===== src/rtl/demux_dispatcher_pkg.sv =====
// demux_dispatcher_pkg: shared FSM states, channel count and mode encodings
package demux_dispatcher_pkg;
    localparam int N_CH = 4;
    localparam logic MODE_RR = 1'b0;
    localparam logic MODE_ADDR = 1'b1;
    typedef enum logic {EMPTY, PENDING} state_e;
endpackage


===== src/rtl/demux_dispatcher_if.sv =====
// demux_dispatcher_if: upstream, downstream, control and status signals of the dispatcher
interface demux_dispatcher_if #(parameter int CNT_W = 4);
    import demux_dispatcher_pkg::*;
    logic in_valid, in_data, in_ready, mode, out_valid, din, s1, s0, out_ready, drop;
    logic [1:0] in_addr;
    logic [N_CH-1:0] ch_en;
    logic [N_CH*CNT_W-1:0] cnt;
    modport master(
        output in_valid, in_data, in_addr, mode, ch_en, out_ready,
        input in_ready, out_valid, din, s1, s0, cnt, drop
    );
    modport slave(
        input in_valid, in_data, in_addr, mode, ch_en, out_ready,
        output in_ready, out_valid, din, s1, s0, cnt, drop
    );
endinterface


===== src/rtl/demux_dispatcher_rr_pick.sv =====
// rr_pick: first enabled channel after ptr, searching ptr+1 .. ptr+4 with wrap
module rr_pick
    import demux_dispatcher_pkg::*;
(
    input  logic [1:0]      ptr_i,
    input  logic [N_CH-1:0] mask_i,
    output logic [1:0]      index_o,
    output logic            found_o
);
    // Scanning from farthest to nearest leaves the nearest enabled channel last
    always_comb begin
        index_o = '0;
        for (int k = N_CH; k >= 1; k--)
            if (mask_i[ptr_i + 2'(k)]) index_o = ptr_i + 2'(k);
        found_o = |mask_i;
    end
endmodule


===== src/rtl/demux_dispatcher.sv =====
// demux_dispatcher: routes accepted bits to a 1:4 demux through one output register
module demux_dispatcher
    import demux_dispatcher_pkg::*;
#(
    parameter int CNT_W = 4
) (
    input logic clk,
    input logic rst,
    demux_dispatcher_if.slave bus
);
    state_e state_q, state_d;
    logic din_q, din_d, rdy, acc, load, tx_out, rr_found;
    logic [1:0] sel_q, sel_d, ptr_q, ptr_d, rr_idx, sel;
    logic [N_CH-1:0][CNT_W-1:0] cnt_q, cnt_d;

    rr_pick u_pick (
        .ptr_i(ptr_q),
        .mask_i(bus.ch_en),
        .index_o(rr_idx),
        .found_o(rr_found)
    );

    // A round-robin pick is always enabled, so only addressed items can drop
    always_comb begin
        sel = (bus.mode == MODE_ADDR) ? bus.in_addr : rr_idx;
        tx_out = (state_q == PENDING) && bus.out_ready;
        rdy = !rst && (state_q == EMPTY || bus.out_ready) && (bus.mode == MODE_ADDR || rr_found);
        acc = bus.in_valid && rdy;
        load = acc && bus.ch_en[sel];
        state_d = load ? PENDING : tx_out ? EMPTY : state_q;
        din_d = load ? bus.in_data : tx_out ? 1'b0 : din_q;
        sel_d = load ? sel : tx_out ? 2'd0 : sel_q;
        ptr_d = (acc && bus.mode == MODE_RR) ? rr_idx : ptr_q;
        cnt_d = cnt_q;
        if (tx_out && cnt_q[sel_q] != '1) cnt_d[sel_q] = cnt_q[sel_q] + CNT_W'(1);
    end

    always_ff @(posedge clk) begin
        if (rst) begin
            state_q <= EMPTY;
            din_q <= 1'b0;
            sel_q <= 2'd0;
            ptr_q <= 2'd3;
            cnt_q <= '0;
        end else begin
            state_q <= state_d;
            din_q <= din_d;
            sel_q <= sel_d;
            ptr_q <= ptr_d;
            cnt_q <= cnt_d;
        end
    end

    assign bus.in_ready = rdy;
    assign bus.drop = acc && !load;
    assign bus.out_valid = (state_q == PENDING);
    assign bus.din = din_q;
    assign bus.s1 = sel_q[1];
    assign bus.s0 = sel_q[0];
    assign bus.cnt = cnt_q;
endmodule


===== src/flat_wrapper.sv =====
// flat-port wrapper written by rule: the top's interface ports become plain ports
module demux_dispatcher_flat import demux_dispatcher_pkg::*;
#(
    parameter int CNT_W = 4
)
  (clk, rst, bus_in_valid, bus_in_data, bus_in_addr, bus_mode, bus_ch_en, bus_out_ready, bus_in_ready, bus_out_valid, bus_din, bus_s1, bus_s0, bus_cnt, bus_drop);
  demux_dispatcher_if #(.CNT_W(CNT_W)) bus_i ();
  input logic clk;
  input logic rst;
  input wire logic [$bits(bus_i.in_valid)-1:0] bus_in_valid;
  input wire logic [$bits(bus_i.in_data)-1:0] bus_in_data;
  input wire logic [$bits(bus_i.in_addr)-1:0] bus_in_addr;
  input wire logic [$bits(bus_i.mode)-1:0] bus_mode;
  input wire logic [$bits(bus_i.ch_en)-1:0] bus_ch_en;
  input wire logic [$bits(bus_i.out_ready)-1:0] bus_out_ready;
  output wire logic [$bits(bus_i.in_ready)-1:0] bus_in_ready;
  output wire logic [$bits(bus_i.out_valid)-1:0] bus_out_valid;
  output wire logic [$bits(bus_i.din)-1:0] bus_din;
  output wire logic [$bits(bus_i.s1)-1:0] bus_s1;
  output wire logic [$bits(bus_i.s0)-1:0] bus_s0;
  output wire logic [$bits(bus_i.cnt)-1:0] bus_cnt;
  output wire logic [$bits(bus_i.drop)-1:0] bus_drop;
  assign bus_i.in_valid = bus_in_valid;
  assign bus_i.in_data = bus_in_data;
  assign bus_i.in_addr = bus_in_addr;
  assign bus_i.mode = bus_mode;
  assign bus_i.ch_en = bus_ch_en;
  assign bus_i.out_ready = bus_out_ready;
  assign bus_in_ready = bus_i.in_ready;
  assign bus_out_valid = bus_i.out_valid;
  assign bus_din = bus_i.din;
  assign bus_s1 = bus_i.s1;
  assign bus_s0 = bus_i.s0;
  assign bus_cnt = bus_i.cnt;
  assign bus_drop = bus_i.drop;
  demux_dispatcher #(.CNT_W(CNT_W)) u_core (.clk(clk), .rst(rst), .bus(bus_i));
endmodule

===== config.mk =====
export PLATFORM = sky130hd
export DESIGN_NAME = demux_dispatcher_flat
export DESIGN_NICKNAME = d
export VERILOG_FILES = /design/src/rtl/demux_dispatcher_pkg.sv /design/src/rtl/demux_dispatcher_if.sv /design/src/rtl/demux_dispatcher_rr_pick.sv /design/src/rtl/demux_dispatcher.sv /design/src/flat_wrapper.sv
export SDC_FILE = /design/constraint.sdc
export NUM_CORES = 1
export LEC_CHECK = 0
export ABC_AREA = 1
export BUFFER_PORTS_ARGS = -buffer_cell sky130_fd_sc_hd__buf_2
export CORE_MARGIN = 1.5
export CORE_UTILIZATION = 53
export DETAILED_ROUTE_END_ITERATION = 16
export PLACE_DENSITY_LB_ADDON = 0.2
export REMOVE_ABC_BUFFERS = 1
export SYNTH_ARGS = -nofsm -noshare
export SYNTH_HDL_FRONTEND = slang
export SYNTH_SLANG_ARGS = --single-unit

===== constraint.sdc =====
create_clock -name clk -period 2.9 [get_ports clk]
set_clock_uncertainty 0.2 [all_clocks]
set_input_delay 0.58 -clock clk [delete_from_list [all_inputs] [get_ports clk]]
set_output_delay 0.58 -clock clk [all_outputs]
set_load 0.03 [all_outputs]

Yosys cells after proc, flatten, opt, wreduce, memory -nomap -nowiden

Index checks and enable logic that the tools add are counted.

Input port bits: 12
Output and inout port bits: 22
Register bits: 22

Mux-type cells: 25
Add/subtract/negate cells: 4
Order comparisons: 7
Reductions and logical operators: 15
Equal/unequal tests: 1
Bitwise logic cells: 2

Operators by type and width:

| kind                                                              | number |
|---|---|
| < comparator 2 x 3 -> 1 bit, second input constant                | 6 |
| bitwise mux 16 bit                                                | 1 |
| two-way mux 2 bit                                                 | 7 |
| binary-select mux 1 bit (select 2 bit)                            | 5 |
| logical AND 1 bit                                                 | 9 |
| binary-select mux 4 bit (select 2 bit)                            | 1 |
| demux 4 bit (select 2 bit)                                        | 1 |
| two-way mux 1 bit                                                 | 8 |
| two-way mux 4 bit                                                 | 2 |
| adder 2 bit, second input constant                                | 2 |
| adder 4 x 1 -> 4 bit, second input constant                       | 1 |
| inequality test 4 bit, second input constant                      | 1 |
| OR reduction 4 bit                                                | 1 |
| adder 2 x 1 -> 2 bit, second input constant                       | 1 |
| greater-or-equal comparator 2 x 1 -> 1 bit, second input constant | 1 |
| logical NOT 1 bit                                                 | 2 |
| logical OR 1 bit                                                  | 2 |
| NOT 1 bit                                                         | 2 |
| nonzero test 2 bit                                                | 1 |

Logic depth before layout (Yosys ltp)

Gate-level depths: netlist of run 1.

Word-level depth: 12
Depth in mapped cells: 16
Gate-level depth less buffers: 15

Modules after synthesis

A second synthesis of run 1 with hierarchy kept.

Cell total of the unflattened synthesis: 265
Area total of the unflattened synthesis: 1644.1 sq um

Modules (own cells, without submodules):

| module           | sequential area each (sq um) | area an instance (sq um) | cells an instance | instances |
|---|---|---|---|---|
| demux_dispatcher | 440.4                        | 1377.6                   | 214               | 1 |
| rr_pick          | 0.0                          | 266.5                    | 51                | 1 |

Least setup slack after synthesis of run 1

Ideal clock, no wire load.

Kind: input -> output
From: input bus_ch_en[3]
To: output bus_drop
Data arrival time: 1918 ps
Stages: 12
Setup slack: 202 ps
Path through: inv_1 > o21ai_0 > nand2_1 > nand2_2 > clkinv_2 > nand3_2 > nand3_4 > nand2_2 > nand2_1 > nand3_1 > nand2_2 > nor2_1

Longest elaborated chain between the ends: 12
Elaborated cells between the ends (all ways): 22
Classes of those cells: 15 x mux; 7 x reduce/logical

RTL lines:

| item                                    | RTL line                       | source |
|---|---|---|
| from (decl)                             | flat_wrapper.sv:14             | `input wire logic [$bits(bus_i.ch_en)-1:0] bus_ch_en;` |
| binary-select mux 1 bit (select 2 bit)  | demux_dispatcher_rr_pick.sv:14 | `if (mask_i[ptr_i + 2'(k)]) index_o = ptr_i + 2'(k);` |
| two-way mux 1 bit (implied by the code) | demux_dispatcher_rr_pick.sv:14 |  |
| two-way mux 2 bit (4 in series)         | demux_dispatcher_rr_pick.sv:14 |  |
| two-way mux 2 bit                       | demux_dispatcher.sv:25         | `sel = (bus.mode == MODE_ADDR) ? bus.in_addr : rr_idx;` |
| binary-select mux 1 bit (select 2 bit)  | demux_dispatcher.sv:29         | `load = acc && bus.ch_en[sel];` |
| two-way mux 1 bit (implied by the code) | demux_dispatcher.sv:29         |  |
| logical AND 1 bit                       | demux_dispatcher.sv:29         |  |
| logical NOT 1 bit                       | demux_dispatcher.sv:55         | `assign bus.drop = acc && !load;` |
| logical AND 1 bit (*)                   | demux_dispatcher.sv:55         |  |
| to (decl)                               | flat_wrapper.sv:22             | `output wire logic [$bits(bus_i.drop)-1:0] bus_drop;` |

Every way passes the cells marked *; elsewhere a longest branch is shown, timed or not. The select of a mux whose other input is x is not followed.

Final worst setup path of run 1

From: register u_core.ptr_q[0]
To: output bus_drop

Longest elaborated chain between the ends: 12
Elaborated cells between the ends (all ways): 21
Classes of those cells: 3 x add/sub; 15 x mux; 3 x reduce/logical

RTL lines:

| item                                                                                | RTL line                       | source |
|---|---|---|
| from (decl)                                                                         | demux_dispatcher.sv:13         | `logic [1:0] sel_q, sel_d, ptr_q, ptr_d, rr_idx, sel;` |
| from (signal assigned)                                                              | demux_dispatcher.sv:49         | `ptr_q <= ptr_d;` |
| adder 2 bit / binary-select mux 1 bit (select 2 bit) (equally long branches)        | demux_dispatcher_rr_pick.sv:14 |  |
| binary-select mux 1 bit (select 2 bit) / two-way mux 1 bit (equally long branches)  | demux_dispatcher_rr_pick.sv:14 |  |
| two-way mux 1 bit (implied by the code) / two-way mux 2 bit (equally long branches) | demux_dispatcher_rr_pick.sv:14 |  |
| two-way mux 2 bit (2 in series)                                                     | demux_dispatcher_rr_pick.sv:14 |  |
| two-way mux 2 bit (*)                                                               | demux_dispatcher_rr_pick.sv:14 |  |
| two-way mux 2 bit (*)                                                               | demux_dispatcher.sv:25         |  |
| binary-select mux 1 bit (select 2 bit) (*)                                          | demux_dispatcher.sv:29         |  |
| two-way mux 1 bit (implied by the code) (*)                                         | demux_dispatcher.sv:29         |  |
| logical AND 1 bit (*)                                                               | demux_dispatcher.sv:29         |  |
| logical NOT 1 bit (*)                                                               | demux_dispatcher.sv:55         |  |
| logical AND 1 bit (*)                                                               | demux_dispatcher.sv:55         |  |

Marks and branches as above.

==> results of run 1 <==
## routing by layer
metal / global-route usage / wire, µm
met1: 0.262 / 1650
met2: 0.431 / 2000
met3: 0.0273 / 146
met4: 0.0833 / 67
met5: 0 / 0
## flip-flops by register name, indices dropped and copies added, names as in the netlist
name / flops
u_core.bus.din: 1
u_core.ptr_q: 2
u_core.sel_q: 2
u_core.bus.cnt: 16
u_core.bus.out_valid: 1
## cell type report
type / count / area [µm²] / share of cell area
repair buffers: 43 / 258 / 0.139
inverters: 30 / 118 / 0.0634
flip-flops and latches: 22 / 448 / 0.242
clock buffers: 4 / 36.3 / 0.0196
well taps: 30 / 37.5 / 0.0202
multi-input cells: 159 / 957 / 0.516
## stage by stage
step / util / setup WS (ns) / power, µW / TNS, ns
3_3_place_gp: 0.650 / 0.141 / 504 / 0
3_5_place_dp: 0.650 / 0.0865 / 506 / 0
4_1_cts: 0.665 / 0.00336 / 671 / 0
2_1_floorplan: - / 0.0774 / 458 / 0
6_report: 0.742 / 0.0397 / 730 / 0
5_1_grt: 0.742 / -0.0511 / 764 / -0.0511
## power groups by stage
stage / Clock, µW / Combinational (µW) / Sequential, µW
floorplan: 0 / 124 / 335
global route: 187 / 259 / 318
finish: 172 / 241 / 317
detailed placement: 0 / 182 / 323
CTS: 172 / 183 / 317
global placement: 0 / 180 / 323
## worst min path at each step
stage                                      end  slack (ns)  cells past startpoint
after floorplan                u_core.ptr_q[1]        0.34                      2
after global placement       u_core.bus.cnt[9]        0.26                      2
after detailed placement     u_core.bus.cnt[9]        0.26                      2
after CTS                    u_core.bus.cnt[9]        0.28                      2
after global routing      u_core.bus.out_valid        0.30                      2
final                       u_core.bus.cnt[10]        0.28                      2
## cells in the final DEF, fill, tap and decap left out, types with 5 or more instances in the layout
| cell | netlist | final |
|---|---|---|
| inv_1 | 22 | 19 |
| nand2_1 | 45 | 32 |
| o21ai_1 | 13 | 13 |
| dfxtp_1 | 22 | 20 |
| inv_2 | 7 | 9 |
| a21oi_1 | 19 | 19 |
| buf_2 | 0 | 32 |
| buf_4 | 0 | 9 |
| nand3_2 | 5 | 7 |
| nand3_1 | 23 | 20 |
| nand2_4 | 0 | 10 |
| o21ai_0 | 7 | 5 |
| nand2_2 | 13 | 16 |
| nor2_1 | 12 | 12 |
## critical path, stage by stage, from the launching register on
cell and delay (ns):
dfxtp_4 0.41, buf_8 0.15, nand2_1 0.07, o21ai_2 0.08
nand2_1 0.10, nand2_1 0.10, nand3_1 0.11, nand3_2 0.08
nand2_2 0.07, o21ai_2 0.19, nand3_2 0.11, nand2_2 0.10
nor2_1 0.05, buf_4 0.16
## cell families after synthesis
family | synth area share
and+or+nand+nor | 0.368
DFF | 0.311
buffers and inverters | 0.0988
xor gates and xnor gates | 0.0124
adders and majority gates | 0.00882
AOI/OAI and AO/OA | 0.201
## what timing repair did
item | in CTS | in global routing
endpoints found under the setup margin | 1 | 1
cloned | 0 | 0
gates resized for setup | 1 | 46
pin swaps | 0 | 15
setup buffers | 0 | 6
==> reports/metrics.yaml, run 1 <==
period_share: 0.986
finalSetupViolCount: 0
antenna_found_initial: 0
coreArea_um2: 2500
leakagePower_uw: 0.000891
required_ns: 2.12
fin_hold_ws_ns: 0.277
cts_max_path_buffers: 2
ys_warn_count: 0
synthTopCellsByCount: "45 x nand2_1, 23 x nand3_1, 22 x dfxtp_1, 22 x inv_1, 19 x a21oi_1"
antenna_left: 0
reg2reg_to: "u_core.bus.cnt[15]"
grt_max_degree: 17
reg2reg_depth: 13
cts_tree: "built"
vias: 1620
drive_gt1_frac: 0.399
fin_cells: 288
avgRoutedWirePerCell_um: 13.4
cellPowerDensity_nw_per_um2: 394
crit_type: "flip-flop to primary output"
portBuffers: 33
peakVddDrop_mv: 0.318
max_freq_ghz: 0.350
hp-class: "flip-flop to flip-flop"
yosysSeqAreaShare: 0.311
grt_usage: 0.230
switchingPower_uw: 255
htreeDepth: 1
io_pins: 34
holdBufCountCts: 0
cp_max_fo: 7
grt_pass1_wl_um: 5040
ff2ff_setup_slack_ns: 0.50
endpoint_kind: "primary output"
relSlewSlack: 0.759
p_int_uw: 475
place_congestion: 0.859
hpwl_um: 2580
die_h_um: 54.7
p_clk_frac: 0.236
hold_viol_final: 0
async_reset_ff_frac: 0
die_area_um2: 2990
diodes: 0
critPathLaunch: "u_core.ptr_q[0]"
synth_edf_count: 0
maxCapViolations: 0
post_drt_via_cell_ratio: 5.63
post-synth-top-count-cell: "nand2_1"
switching_share: 0.350
nNetsFinal: 272
grt-ovfl-total: 0
start_util: 0.567
drc: 0
worstMarginPinSlew_ns: 0.359
firstDrtPassIters: 4
r2r-start: "u_core.sel_q[0]"
cts.clk_slew.worst_paths_ns: 0.12
clk_latency_ns: 0.31
avgSynthCellArea_um2: 6.62
cts_root_buffer: "clkbuf_4"
synthDistinctLibCells: 29
critPathLaunchType: "flip-flop"
netlist_top_cells_area: "dfxtp_1 31%, nand2_1 12%, nand3_1 8.1%"
ys_ff_latch: 22
status: "finished clean"
yosysTopAreaCell: "dfxtp_1"
grt_pass1_vias: 1261
cts_buffers: 3
place_area_um2: 1620
yosysTopAreaCellShare: 0.311
final_max_slew_viol_count: 0
final.fill_count: 223
arrival_ns: 2.08
synth_flop_cell: "dfxtp_1"
comb_power_share: 0.330
synthCells: 214
fin_area_um2: 1850
worstSetupEndpoint: "bus_drop"
row_count: 18
min_period_ns: 2.86
area_delta_synth_final_pct: 30.8
netlist_area_um2: 1420
clkSinkCount: 22
sequentialPowerShare: 0.435
wl_um: 3870
drt_iter0_drc: 59
hold_start: "u_core.bus.cnt[10]"
die_w_um: 54.7
dp.cells: 278
No activity file was read; power rests on OpenSTA's default activity.
==> run 2, diff against run 1 <==
--- a/config.mk
+++ b/config.mk
@@ -7,6 +7,7 @@
 export LEC_CHECK = 0
 export ABC_AREA = 1
 export BUFFER_PORTS_ARGS = -buffer_cell sky130_fd_sc_hd__buf_2
+export CORE_ASPECT_RATIO = 1.1
 export CORE_MARGIN = 1.5
 export CORE_UTILIZATION = 53
 export DETAILED_ROUTE_END_ITERATION = 16
==> run 2 against run 1 <==
Total power is 2.9% lower. Sequential share of layout area is 1.0 points higher. Combinational power is 10% lower. Wire length is 12% lower. Core utilization is 3.6 points lower. Critical path type unchanged. Largest cell class unchanged.
==> reports/metrics.yaml, run 2 (synthesis gave the netlist of run 1 again) <==
firstDrtPassIters: 4
hold_start: "u_core.bus.cnt[10]"
crit_family: "simple AND/OR/NAND/NOR gates"
drc: 0
area_delta_synth_final_pct: 25.4
hold_viol_final: 0
leakagePower_uw: 0.000869
status: "finished clean"
cellPowerDensity_nw_per_um2: 399
portBuffers: 33
r2r-start: "u_core.sel_q[0]"
critPathLaunchType: "flip-flop"
io_pins: 34
hp-class: "flip-flop to flip-flop"
critPathBufInv: 2
avgRoutedWirePerCell_um: 11.8
cts_root_buffer: "clkbuf_4"
final.fill_count: 219
fin_hold_ws_ns: 0.282
final_max_slew_viol_count: 0
place_congestion: 0.863
critPathMaxStageDelay_ns: 0.46
critPathLaunch: "u_core.ptr_q[0]"
htreeDepth: 1
grt-ovfl-total: 0
path_cells: "clkbuf_16 -> nand2_1 -> o21ai_2 -> nand2_1 -> nand2_1 -> nand3_1 -> nand3_1 -> nand2_2 -> nand2_2 -> o21ai_2 -> nand3_1 -> nand2_2 -> nor2_1 -> buf_4"
die_w_um: 52.3
seq_area_um2: 448
grt_pass1_vias: 1317
die_area_um2: 2990
final_common_cell: "nand2_1"
cp_slowest_cell: "dfxtp_4"
place_area_um2: 1620
largest_reg_flops: 16
antenna_left: 0
maxCapViolations: 0
max_freq_ghz: 0.349
fin_area_um2: 1780
grt_setup_unrepaired: "true"
cts_buffers: 3
crit_type: "flip-flop to primary output"
required_ns: 2.12
post_drt_via_cell_ratio: 5.42
grt_max_degree: 17
fin_cells: 288
start_util: 0.563
die_h_um: 57.2
dp.cells: 278
multiInputGateArea_um2: 873
cp_max_fo: 7
arrival_ns: 2.09
nNetsFinal: 271
drt_iter0_drc: 51
grt_pass1_wl_um: 5350
most-common-layout-cells: "39 x nand2_1, 32 x buf_2, 23 x nand3_1"
peakVddDrop_mv: 0.265
hpwl_um: 2590
fin_ws_ns: 0.0348
clkSinkCount: 22
vias: 1561
period_share: 0.988
drive_gt1_frac: 0.342
worstMarginPinSlew_ns: 0.349
cts.clk_slew.worst_paths_ns: 0.13
finalSetupViolCount: 0
endpoint_kind: "primary output"
grt_usage: 0.227
coreArea_um2: 2520
clk_latency_ns: 0.32
antenna_found_initial: 0
relSlewSlack: 0.767
dp_slack_ns: 0.110
min_period_ns: 2.87
diodes: 0
cts_tree: "built"
wl_um: 3390
cts_max_path_buffers: 2
post-route-util: 0.706
row_count: 19
==> run 2: changes by cell type in the layout (fill, tap and decap cells not counted), moves of 2 or more <==
cell,before,now
nand2_1,32,39
inv_2,9,6
inv_1,19,22
nand3_1,20,23
inv_4,2,0
nand2_4,10,2
nand3_2,7,5
==> run 2: final timing paths <==
path | slack [ns] | to | depth (start not counted)
max | 0.03 | bus_drop | 14
min | 0.28 | u_core.bus.cnt[10] | 2
max reg2reg | 0.48 | u_core.bus.cnt[1] | 13
min reg2reg | 0.28 | u_core.bus.cnt[10] | 2
==> run 2: worst register-to-register path, delay by kind of cell (launching register included) <==
family / cells / cell delay (ns)
simple gates: 7 / 0.98
flops: 1 / 0.45
buf+inv: 3 / 0.27
fa+ha+maj: 1 / 0.23
compound gates: 2 / 0.20
==> run 2: area by class of cell <==
cell class                      count  share of cell area
Multi-Input combinational cell    159               0.491
Sequential cell                    22               0.252
Timing Repair Buffer               42               0.146
Inverter                           30              0.0683
Tap cell                           31              0.0218
Clock buffer                        4              0.0204
==> run 2: layer usage <==
layer | vias up | global-route usage | share of wire
met4 | 0 | 0.117 | 0.025
met2 | 47 | 0.395 | 0.52
met5 | - | 0 | 0
li1 | 801 | - | -
met1 | 706 | 0.273 | 0.42
met3 | 7 | 0.0183 | 0.035
==> run 2: where the power goes <==
group	internal, µW	switching [µW]
Combinational	85.7	132
Clock	76.8	96.0
Sequential	309	9.72
Total	471	238
==> run 2: timing repair <==
item                       CTS  global route
gates resized for setup      2            21
setup buffers                0             5
gates cloned                 0             1
pin swaps                    0             7
setup endpoints to repair    1             1
hold buffers                 0             0
==> run 2: per-stage QoR <==
stage | TNS (ns) | power (µW)
final | 0 | 709
after global routing | -0.0585 | 744
after CTS | 0 | 670
after detailed placement | 0 | 504
after global placement | 0 | 502
after floorplan | 0 | 458
==> run 3, diff against run 2 <==
--- a/config.mk
+++ b/config.mk
@@ -9,7 +9,7 @@
 export BUFFER_PORTS_ARGS = -buffer_cell sky130_fd_sc_hd__buf_2
 export CORE_ASPECT_RATIO = 1.1
 export CORE_MARGIN = 1.5
-export CORE_UTILIZATION = 53
+export CORE_UTILIZATION = 45
 export DETAILED_ROUTE_END_ITERATION = 16
 export PLACE_DENSITY_LB_ADDON = 0.2
 export REMOVE_ABC_BUFFERS = 1
==> run 3 against run 2 <==
Critical path depth down 1. Combinational power is 5% lower. Flip-flop and latch count stayed put. Die area increased by 17%. Register-to-register slack improved by 0.02 ns. Count of clock-buffer cells in the layout fell by 1. Cell area stayed put. First-iteration DRC count rose by 14%. Maximum frequency rose by 1.3%. Via count is 4.5% lower. Critical path type unchanged. Largest cell class unchanged.
==> reports/metrics.yaml, run 3 (synthesis gave the netlist of run 1 again) <==
portBuffers: 33
area_delta_synth_final_pct: 25.4
hp-class: "flip-flop to flip-flop"
firstDrtPassIters: 4
hold_start: "u_core.bus.cnt[11]"
arrival_ns: 2.05
io_pins: 34
grt_usage: 0.196
die_w_um: 56.5
multiInputGateArea_um2: 871
cts_root_buffer: "clkbuf_4"
cts_tree: "built"
die_h_um: 61.9
drt_iter0_drc: 58
final_max_slew_viol_count: 0
relSlewSlack: 0.753
drc: 0
coreArea_um2: 3020
grt_setup_unrepaired: "true"
critPathLaunchType: "flip-flop"
max_freq_ghz: 0.353
total_power_uw: 757
die_area_um2: 3500
cts_buffers: 3
post_drt_via_cell_ratio: 5.16
final.fill_count: 308
drive_gt1_frac: 0.345
hold_viol_final: 0
r2r-start: "u_core.sel_q[0]"
clkSinkCount: 22
grt_pass1_vias: 1267
hpwl_um: 2580
reg2reg_depth: 13
wl_um: 3410
min_period_ns: 2.83
seq_area_um2: 448
grt_max_degree: 17
start_util: 0.469
finalSetupViolCount: 0
endpoint_kind: "primary output"
nNetsFinal: 269
cts.clk_slew.worst_paths_ns: 0.13
vias: 1490
maxCapViolations: 0
dp_slack_ns: 0.101
cts_max_path_buffers: 2
row_count: 21
grt-ovfl-total: 0
holdBufCountCts: 0
leakagePower_uw: 0.000863
diodes: 0
clk_latency_ns: 0.30
min_delay_worst_endpoint: "u_core.bus.cnt[11]"
grt_pass1_wl_um: 5420
antenna_found_initial: 0
antenna_left: 0
htreeDepth: 1
ff2ff_setup_slack_ns: 0.50
reg2reg_to: "u_core.bus.cnt[7]"
cellPowerDensity_nw_per_um2: 426
crit_type: "flip-flop to primary output"
status: "finished clean"
required_ns: 2.12
cp_max_fo: 7
final_common_cell: "nand2_1"
avgRoutedWirePerCell_um: 11.8
largest_reg_flops: 16
worstMarginPinSlew_ns: 0.368
most-common-layout-cells: "39 x nand2_1, 32 x buf_2, 22 x nand3_1"
hold_depth: 2
fin_ws_ns: 0.0711
period_share: 0.975
peakVddDrop_mv: 0.322
place_congestion: 0.887
## run 3: how the worst max path moves through the flow
| stage | depth (start not counted) | slack (ns) | startpoint | end |
|---|---|---|---|---|
| after floorplan | 14 | 0.08 | u_core.ptr_q[0] | bus_drop |
| after global placement | 15 | 0.15 | bus_ch_en[3] | bus_drop |
| after detailed placement | 14 | 0.10 | bus_ch_en[3] | bus_drop |
| after CTS | 13 | 0.006 | u_core.ptr_q[0] | bus_drop |
| after global routing | 13 | -0.09 | u_core.ptr_q[0] | bus_drop |
| final | 13 | 0.07 | u_core.ptr_q[0] | bus_drop |
## run 3: what timing repair did
action	in CTS	in global routing
pin swaps	0	10
buffers inserted	0	3
resized for setup	3	20
gates cloned	0	1
setup endpoints to repair	1	1
## run 3: report_power, final
part / switching [µW] / total [µW] / internal [µW]
clock network: 93.9 / 234 / 140
registers: 9.32 / 318 / 309
logic: 131 / 206 / 75.1
## run 3: per-stage QoR
| stage | cell area, µm² | hold WS (ns) | instances | util | setup TNS [ns] |
|---|---|---|---|---|---|
| after detailed placement | 1620 | 0.265 | 281 | 0.537 | 0 |
| after CTS | 1680 | 0.283 | 285 | 0.556 | 0 |
| after global routing | 1780 | 0.307 | 289 | 0.588 | -0.0937 |
| after global placement | 1620 | 0.261 | 281 | 0.537 | 0 |
| after floorplan | 1390 | 0.338 | 211 | - | 0 |
| final | 1780 | 0.280 | 289 | 0.588 | 0 |
## run 3: critical path, stage by stage, from the launching register on
cell,delay (ns)
dfxtp_4,0.40
buf_8,0.14
o21ai_2,0.15
nand2_1,0.12
nand2_2,0.09
clkinv_2,0.07
nand3_2,0.08
nand2_2,0.06
nand3_4,0.09
nand3_1,0.10
nand3_2,0.09
nand2_2,0.07
nor2_1,0.10
buf_4,0.16
## run 3: area by class of cell
type	instances	area share
timing repair buffer	40	0.138
tap	34	0.0239
inverter	30	0.0669
clock inverter	1	0.0169
sequential	22	0.252
multi-input combinational	159	0.490
clock buffer	3	0.0127
## run 3: routing by layer
metal  share of wire  vias up  GRT usage
met5               0        -          0
met4          0.0062        0     0.0578
met3           0.030        2     0.0228
met2            0.53       28      0.385
met1            0.44      665      0.226
li1                -      795          -
